[config.mk]
export PLATFORM = sky130hd
export DESIGN_NAME = mux_2to1_arbiter
export DESIGN_NICKNAME = d
export VERILOG_FILES = /design/src/rtl/mux_2to1_arbiter.sv
export SDC_FILE = /design/constraint.sdc
export NUM_CORES = 1
export LEC_CHECK = 0
export ABC_AREA = 0
export BUFFER_PORTS_ARGS = -buffer_cell sky130_fd_sc_hd__buf_2
export CAP_MARGIN = 20
export CORE_MARGIN = 2
export CORE_UTILIZATION = 46
export CTS_BUF_LIST = sky130_fd_sc_hd__clkbuf_16
export DETAILED_ROUTE_END_ITERATION = 6
export PLACE_DENSITY = 0.92
export RECOVER_POWER = 100
export SLEW_MARGIN = 10
export SYNTH_ARGS = -nofsm -noshare
export SYNTH_HDL_FRONTEND = slang
export SYNTH_SLANG_ARGS = --single-unit
[constraint.sdc]
create_clock -name clk -period 3.7 [get_ports clk]
set_input_delay 0.185 -clock clk [delete_from_list [all_inputs] [get_ports clk]]
set_output_delay 0.185 -clock clk [all_outputs]
set_load 0.02 [all_outputs]
[src/rtl/mux_2to1_arbiter.sv]
// Round-robin arbiter driving the select of a shared 2:1 valid/ready mux.
// It holds a grant until end-of-packet or MAX_BURST beats, then hands over to the other side.
module mux_2to1_arbiter #(
  parameter int DATA_W    = 8,
  parameter int MAX_BURST = 4
) (
  input  logic              clk,
  input  logic              rst_n,
  input  logic              req0_valid,
  input  logic [DATA_W-1:0] req0_data,
  input  logic              req0_last,
  output logic              req0_ready,
  input  logic              req1_valid,
  input  logic [DATA_W-1:0] req1_data,
  input  logic              req1_last,
  output logic              req1_ready,
  output logic              out_valid,
  output logic [DATA_W-1:0] out_data,
  output logic              out_last,
  input  logic              out_ready,
  output logic              sel,
  output logic              busy
);

  localparam int CNT_W = $clog2(MAX_BURST + 1);
  localparam logic [CNT_W-1:0] CNT_LAST = CNT_W'(MAX_BURST - 1);

  typedef enum logic [1:0] {IDLE, GRANT0, GRANT1} state_t;

  state_t           state_q, state_d;
  logic             sel_q, sel_d;
  logic             prio_q, prio_d;
  logic [CNT_W-1:0] cnt_q, cnt_d;

  always_ff @(posedge clk or negedge rst_n) begin
    if (!rst_n) begin
      state_q <= IDLE;
      sel_q   <= 1'b0;
      prio_q  <= 1'b0;
      cnt_q   <= '0;
    end else begin
      state_q <= state_d;
      sel_q   <= sel_d;
      prio_q  <= prio_d;
      cnt_q   <= cnt_d;
    end
  end

  always_comb begin
    state_d    = state_q;
    sel_d      = sel_q;
    prio_d     = prio_q;
    cnt_d      = cnt_q;
    req0_ready = 1'b0;
    req1_ready = 1'b0;
    out_valid  = 1'b0;
    out_data   = '0;
    out_last   = 1'b0;

    case (state_q)
      IDLE: begin
        // req0 wins unless req1 is also valid and holds the priority
        if (req0_valid && (!req1_valid || !prio_q)) begin
          state_d = GRANT0;
          sel_d   = 1'b0;
        end else if (req1_valid) begin
          state_d = GRANT1;
          sel_d   = 1'b1;
        end
      end

      GRANT0: begin
        out_valid  = req0_valid;
        out_data   = req0_data;
        out_last   = req0_last;
        req0_ready = out_ready;
        if (req0_valid && out_ready) begin
          if (req0_last || cnt_q == CNT_LAST) begin
            cnt_d  = '0;
            prio_d = 1'b1;
            if (req1_valid) begin
              state_d = GRANT1;
              sel_d   = 1'b1;
            end else begin
              state_d = IDLE;
            end
          end else begin
            cnt_d = cnt_q + CNT_W'(1);
          end
        end
      end

      GRANT1: begin
        out_valid  = req1_valid;
        out_data   = req1_data;
        out_last   = req1_last;
        req1_ready = out_ready;
        if (req1_valid && out_ready) begin
          if (req1_last || cnt_q == CNT_LAST) begin
            cnt_d  = '0;
            prio_d = 1'b0;
            if (req0_valid) begin
              state_d = GRANT0;
              sel_d   = 1'b0;
            end else begin
              state_d = IDLE;
            end
          end else begin
            cnt_d = cnt_q + CNT_W'(1);
          end
        end
      end

      default: state_d = IDLE;
    endcase
  end

  assign sel  = sel_q;
  assign busy = (state_q != IDLE);

endmodule

# Word level (Yosys, flattened, before mapping)
# Cells that the tools add are included.
[classes] div=0 order_cmp=0 eq_ne=9 muxes=32 multipliers=0 bitwise=0 reduce_logical=16 shift=0 addsub=1
[op_table] operator="8-bit one-hot mux with 2 select lines" count=1
[op_table] operator="1-bit 2-to-1 mux" count=14
[op_table] operator="2-bit 2-to-1 mux" count=7
[op_table] operator="3-bit 2-to-1 mux" count=4
[op_table] operator="2-bit inequality test (second input constant)" count=5
[op_table] operator="5-bit AND reduction" count=2
[op_table] operator="1-bit one-hot mux with 2 select lines" count=3
[op_table] operator="2-bit one-hot mux with 3 select lines" count=1
[op_table] operator="3-bit one-hot mux with 2 select lines" count=1
[op_table] operator="6-bit AND reduction" count=1
[op_table] operator="2-bit nonzero test" count=2
[op_table] operator="3-bit by 1-bit adder with 3-bit output (second input constant)" count=1
[op_table] operator="3-bit by 2-bit equality test with 1-bit output (second input constant)" count=1
[op_table] operator="1-bit logical AND" count=3
[op_table] operator="1-bit logical OR" count=3
[op_table] operator="3-bit inequality test (second input constant)" count=1
[op_table] operator="1-bit one-hot mux with 3 select lines" count=1
[op_table] operator="3-bit AND reduction" count=1
[op_table] operator="3-bit nonzero test" count=1
[op_table] operator="2-bit by 1-bit equality test with 1-bit output (second input constant)" count=1
[op_table] operator="2-bit equality test (second input constant)" count=1
[op_table] operator="1-bit logical NOT" count=2
[op_table] operator="2-bit logical NOT" count=1
[word_totals] reg_bits=7 output_inout_bits=14 rom_bits=0 ram_bits=0 latchBits=0 mem_count=0 in_bits=23 elab_cells=62

# Depth between registers and ports, before layout
# Gate-level depths: netlist of the first run.
[logic_depth] word_depth=5 ltp_mapped=7 depth_no_buf=6

# Least setup slack after synthesis of the first run
# OpenSTA, ideal clock, no wires.
[synth_path] path_kind="reg2reg" startpoint="register state_q[0]" endpoint="register state_q[1]" path_buffers=1 path_stages_with_launch=7 path_slack_ns=2.078 required_time_ns=3.573 setup_time_ns=0.127 arrival_time_ns=1.494 period_less_slack_ns=1.622 cell_sequence="dfrtp_1 > inv_1 > ha_1 > buf_4 > a22oi_1 > o311a_2 > mux2_1"
[synth_via] elab_chain_cells=3 elab_cells_between_ends=10 classes_between="eq/ne (7); mux (1); reduce/logical (2)"
[synth_lines] element="from (decl)" line_no="30" source="state_t state_q, state_d;"
[synth_lines] element="from (signal assigned)" line_no="42" source="state_q <= state_d;"
[synth_lines] element="2-bit equality test (tied with other cells)" line_no="60" source="case (state_q)"
[synth_lines] element="2-bit inequality test (no line) / 3-bit inequality test (equally long branches)"
[synth_lines] element="5-bit AND reduction (no line)"
# Several ways; a longest one is shown, not always the timed one.
# A chain may end at the register's enable or synchronous reset.

# Worst setup path in the final report of the first run
[layout_path] startpoint="register state_q[0]" endpoint="register prio_q"
[layout_via] elab_chain_cells=3 elab_cells_between_ends=9 classes_between="eq/ne (6); mux (1); reduce/logical (2)"
[layout_lines] element="2-bit equality test / 2-bit by 1-bit equality test with 1-bit output (equally long branches)" line_no="60"
[layout_lines] element="2-bit inequality test (no line) / 2-bit nonzero test (equally long branches)"
[layout_lines] element="5-bit AND reduction (no line)"
[layout_lines] element="to (signal assigned)" line_no="44" source="prio_q <= prio_d;"
[layout_lines] element="to (decl)" line_no="32" source="logic prio_q, prio_d;"
# Several ways; a longest one is shown, not always the timed one.

==> results.sh, run 1 <==
export IMPL_status="finished, final reports clean"
export IMPL_clk_latency_ns=0.23
export IMPL_detail_route_wl_per_cell_um=12.6
export IMPL_period_share_pct=56.4
export IMPL_vias=706
export IMPL_post_cts_resized=0
export IMPL_antenna_found_initial=0
export IMPL_hpwlAfterDp_um=1230
export IMPL_num_antenna_cells=0
export IMPL_cp_arrival_ns=2.21
export IMPL_port_buffers=36
export IMPL_async_reset_ff_share_pct=100
export IMPL_crit_type="reg2reg"
export IMPL_synth_compound_area_share_pct=27.6
export IMPL_max_freq_mhz=479
export IMPL_grt_util_all_layers_pct=19.2
export IMPL_post_cts_setup_buffers=0
export IMPL_first_iter_violations=14
export IMPL_dieArea_um2=1730
export IMPL_htreeDepth=1
export IMPL_reg2regPathDepth=5
export IMPL_fin_tns_setup_ns=0
export IMPL_setup_viol=0
export IMPL_die_x_um=41.6
export IMPL_cp_max_fo=19
export IMPL_synth_cell_types=25
export IMPL_worst_pin_slew_ns=0.660
export IMPL_synth_simple_gate_area_share_pct=15.9
export IMPL_utilization_pct=68.0
export IMPL_drc=0
export IMPL_hold_viol_final=0
export IMPL_ys_seq_area_share_pct=26.9
export IMPL_maxSlewHeadroom_pct=56.0
export IMPL_hp_class="in2reg"
export IMPL_grt_setup_unrepaired="no"
export IMPL_drive_gt1_share_pct=22.4
export IMPL_clkTransAtPathRegs_ns=0.03
export IMPL_dp_cells=126
export IMPL_syn_nets=108
export IMPL_syn_area_per_cell_um2=8.25
export IMPL_core_region_area_um2=1320
export IMPL_report_final_slew_viol_count=0
export IMPL_ys_seq_elements=7
export IMPL_dp_slack_ns=1.74
export IMPL_die_h_um=41.6
export IMPL_ys_warn_count=0
export IMPL_muxShareOfSynthArea_pct=9.98
export IMPL_cp_data_required_time_ns=3.82
export IMPL_crit_path_start_kind="flop"
export IMPL_p_leak_nw=0.458
export IMPL_nNetsFinal=146
export IMPL_clk_path_buf_depth=2
export IMPL_final_common_cell="buf_2"
export IMPL_endpoint_kind="flop"
export IMPL_start_util_pct=49.5
export IMPL_synthFlopType="dfrtp_1"
export IMPL_wl_um=1650
export IMPL_synth_edf_count=0
export IMPL_overflow=0
export IMPL_pin_count=37
export IMPL_final_cell_count_no_fill=131
export IMPL_hold_path_depth=3
export IMPL_ir_worst_vdd_mv=0.623
export IMPL_root_buffer="clkbuf_16"
export IMPL_holdBufCountCts=1
export IMPL_grt_pass1_wl_um=2610
export IMPL_skew_ns=0.00142
export IMPL_maxCapViolations=0
export IMPL_via_per_inst=5.39
export IMPL_synth_top_family_by_area="compound AO/OA/AOI/OAI gates"
export IMPL_grt_max_degree=20
export IMPL_cts_tree="done"
export IMPL_netlist_instances=79
export IMPL_syn_area_um2=652
export IMPL_powerDensity_nw_per_um2=903
export IMPL_fin_crit_ns=2.09
export IMPL_synth_fa_ha_area_share_pct=11.5
export IMPL_gp_congestion=0.839
export IMPL_area_delta_synth_final_pct=37.4
export IMPL_layout_common_cells="buf_2, clkbuf_1, nor2_1"
export IMPL_num_rows=13
export IMPL_grt_pass1_vias=590
export IMPL_finalWorstSetupSlack_ns=1.61
export IMPL_firstDrtPassIters=4
export IMPL_fillers=111
export IMPL_cts_buffers=3
export IMPL_antenna_left=0
export IMPL_synthXorXnorAreaFrac_pct=0
export IMPL_cts_sinks=7
## power breakdown
group,switching [mW],internal [mW]
combinational,0.307,0.182
sequential,0.0286,0.113
clock,0.0384,0.140
## per-stage QoR
stage / total power, mW / hold WS [ns] / instance area, um^2
global placement: 0.623 / 0.0208 / 832
CTS: 0.837 / 0.319 / 921
finish: 0.809 / 0.322 / 896
global route: 0.878 / 0.335 / 896
detailed placement: 0.648 / 0.0226 / 832
floorplan: 0.526 / -0.111 / 652
## state kept, by name (all words and copies together), names as in the netlist
name	flops
sel	1
cnt_q	3
state_q	2
prio_q	1
## kinds of logic after synthesis
family,after synthesis
AOI/OAI and AO/OA,23
adders and majority gates,6
muxes,6
and+or+nand+nor,24
buffers and inverters,13
DFF,7
## worst paths after layout
path / startpoint / endpoint / slack, ns
worst max-delay path: state_q[0] / prio_q / 1.61
worst min-delay path: req0_valid / state_q[0] / 0.32
worst max register to register: state_q[0] / prio_q / 1.61
worst min register to register: cnt_q[1] / cnt_q[1] / 0.50
max in group asynchronous: rst_n / prio_q / 3.05
min in group asynchronous: rst_n / cnt_q[0] / 0.39
## worst max-delay path, stage by stage, from the launching register on
cell	delay [ns]
dfrtp_1	0.37
inv_1	0.09
ha_1	0.41
a221oi_1	0.68
nand2_1	0.15
mux2i_1	0.27
## routing by layer
layer  up-vias  track usage [%]  part of all wire, %
met3         3             7.39                  9.7
met4         0             5.81                 0.97
met2        36             32.5                   47
met1       311             22.3                   42
met5         -                0                    0
li1        356                -                    -
## final cells by class
type / instances / area [um^2] / share of cell area (%)
clock buffers: 3 / 75.1 / 8.38
repair buffers: 37 / 171 / 19.1
multi-input cells: 59 / 418 / 46.6
clock inverters: 1 / 3.75 / 0.419
inverters: 9 / 33.8 / 3.77
flip-flops and latches: 7 / 175 / 19.6
well taps: 15 / 18.8 / 2.09
## synthesized netlist by cell type (2+ instances only)
master,number,area [um^2]
a21oi_1,2,10.0
a22oi_1,12,90.1
and2_1,2,12.5
clkbuf_1,3,11.3
dfrtp_1,7,175
ha_1,6,75.1
inv_1,9,33.8
mux2_2,3,33.8
mux2i_1,2,20.0
nand2_1,4,15.0
nand2b_1,2,12.5
nor2_1,14,52.6
No activity file was read; power rests on OpenSTA's default activity.
==> inputs of run 2 (changes only) <==
--- a/config.mk
+++ b/config.mk
@@ -9,10 +9,10 @@
 export BUFFER_PORTS_ARGS = -buffer_cell sky130_fd_sc_hd__buf_2
 export CAP_MARGIN = 20
 export CORE_MARGIN = 2
-export CORE_UTILIZATION = 46
+export CORE_UTILIZATION = 38
 export CTS_BUF_LIST = sky130_fd_sc_hd__clkbuf_16
 export DETAILED_ROUTE_END_ITERATION = 6
-export PLACE_DENSITY = 0.92
+export PLACE_DENSITY = 0.82
 export RECOVER_POWER = 100
 export SLEW_MARGIN = 10
 export SYNTH_ARGS = -nofsm -noshare
==> constraint.sdc (replaced) <==
create_clock -name clk -period 1.77 [get_ports clk]
set_input_delay 0.0885 -clock clk [delete_from_list [all_inputs] [get_ports clk]]
set_output_delay 0.0885 -clock clk [all_outputs]
set_load 0.02 [all_outputs]
==> results.sh, run 2 (synthesis results as in run 1) <==
export IMPL_status="finished, final reports clean"
export IMPL_cts_sinks=7
export IMPL_ir_worst_vdd_mv=1.01
export IMPL_final_cell_count_no_fill=135
export IMPL_firstDrtPassIters=2
export IMPL_utilization_pct=61.0
export IMPL_detail_route_wl_per_cell_um=12.1
export IMPL_top_regs="cnt_q x3, state_q x2"
export IMPL_overflow=0
export IMPL_area_delta_synth_final_pct=45.9
export IMPL_maxSlewHeadroom_pct=70.9
export IMPL_grt_pass1_wl_um=2410
export IMPL_reg2regPathDepth=5
export IMPL_grt_util_met3_pct=3.57
export IMPL_grt_setup_unrepaired="yes"
export IMPL_first_iter_violations=9
export IMPL_grt_pass1_vias=621
export IMPL_worst_pin_slew_ns=0.437
export IMPL_max_freq_mhz=585
export IMPL_endpoint_kind="flop"
export IMPL_cts_tree="done"
export IMPL_wl_um=1630
export IMPL_skew_ns=0.00197
export IMPL_cts_buffers=3
export IMPL_hpwlAfterDp_um=1330
export IMPL_htreeDepth=1
export IMPL_hp_class="in2reg"
export IMPL_final_common_cell="buf_2"
export IMPL_drc=0
export IMPL_start_util_pct=41.8
export IMPL_hold_path_depth=3
export IMPL_placed_area_um2=856
export IMPL_crit_type="reg2reg"
export IMPL_dieArea_um2=2060
export IMPL_rr_startpoint="state_q[1]"
export IMPL_powerDensity_nw_per_um2=1880
export IMPL_via_per_inst=5.10
export IMPL_top_register="cnt_q"
export IMPL_maxCapViolations=0
export IMPL_gp_congestion=0.816
export IMPL_p_leak_nw=0.521
export IMPL_met2_usage_pct=32.1
export IMPL_clk_latency_ns=0.23
export IMPL_antenna_left=0
export IMPL_clkTransAtPathRegs_ns=0.03
export IMPL_layout_common_cells="buf_2, nor2_1, a22oi_1"
export IMPL_post_cts_setup_buffers=0
export IMPL_period_share_pct=96.5
export IMPL_min_from="req0_valid"
export IMPL_grt_max_degree=14
export IMPL_fillers=143
export IMPL_die_h_um=45.4
export IMPL_crit_path_start_kind="flop"
export IMPL_largest_reg_flops=3
export IMPL_antenna_found_initial=0
export IMPL_hold_viol_final=0
export IMPL_grt_util_all_layers_pct=16.4
export IMPL_power_mw=1.79
export IMPL_final_cell_area_um2=951
export IMPL_cp_max_fo=4
export IMPL_vias=689
export IMPL_setup_viol=0
export IMPL_fin_tns_setup_ns=0
export IMPL_clk_path_buf_depth=2
export IMPL_num_antenna_cells=0
export IMPL_grtUsageMet1_pct=15.8
export IMPL_dp_cells=130
export IMPL_drive_gt1_share_pct=39.5
export IMPL_core_region_area_um2=1560
export IMPL_report_final_slew_viol_count=0
export IMPL_die_x_um=45.4
export IMPL_port_buffers=36
export IMPL_nNetsFinal=149
export IMPL_cp_arrival_ns=1.82
export IMPL_num_rows=14
export IMPL_fin_crit_ns=1.71
export IMPL_cp_data_required_time_ns=1.88
export IMPL_root_buffer="clkbuf_16"
export IMPL_pin_count=37
export IMPL_global_route_peak_usage_layer="met2"
export IMPL_startpoint="state_q[1]"
run 2: cell count changes in the layout (fill, tap and decap cells not counted), moves of 2 or more:
cell      before  now
buf_2         21   33
buf_4          0    3
clkbuf_1      15    3
ha_1           6    4
ha_2           0    2
mux2_1         3    1
mux2_2         1    3
run 2: worst paths after layout:
kind,endpoint,slack [ns]
setup / recovery,cnt_q[1],0.06
hold / removal,state_q[0],0.22
setup reg to reg,cnt_q[1],0.06
hold reg to reg,cnt_q[2],0.50
max in group asynchronous,sel,1.23
min in group asynchronous,cnt_q[0],0.28
run 2: report_power, final:
part | total [mW] | switching [mW] | internal (mW)
combinational | 1.12 | 0.645 | 0.479
sequential | 0.290 | 0.0532 | 0.237
clock | 0.372 | 0.0785 | 0.293
run 2: area by class of cell:
type	instances	area, um^2	area share, %
well taps	16	20.0	2.11
multi-input cells	59	434	45.7
flip-flops and latches	7	175	18.4
clock inverters	1	3.75	0.395
clock buffers	3	75.1	7.89
repair buffers	40	209	22.0
inverters	9	33.8	3.55
run 2: through the flow:
stage | hold WS [ns] | setup slack [ns]
4_1_cts | 0.215 | 0.0217
2_1_floorplan | -0.207 | 0.148
3_5_place_dp | -0.0745 | 0.0352
6_report | 0.224 | 0.0613
5_1_grt | 0.263 | -0.0255
3_3_place_gp | -0.0727 | 0.150
run 2: timing repair:
action / in CTS / in global routing
setup endpoints to repair: 0 / 13
hold endpoints to repair: 7 / 0
resized for setup: 0 / 3
hold buffers: 1 / 0
run 2: critical path, cell delays in order, from the launching register on:
cell	delay (ns)
dfrtp_1	0.38
inv_1	0.09
ha_1	0.31
inv_1	0.07
a221oi_2	0.36
mux2_2	0.39
run 2: per-layer routing:
metal	up-vias	part of all wire, %
met5	-	0
met4	0	0
met3	0	6.2
met2	30	49
met1	301	44
li1	358	-
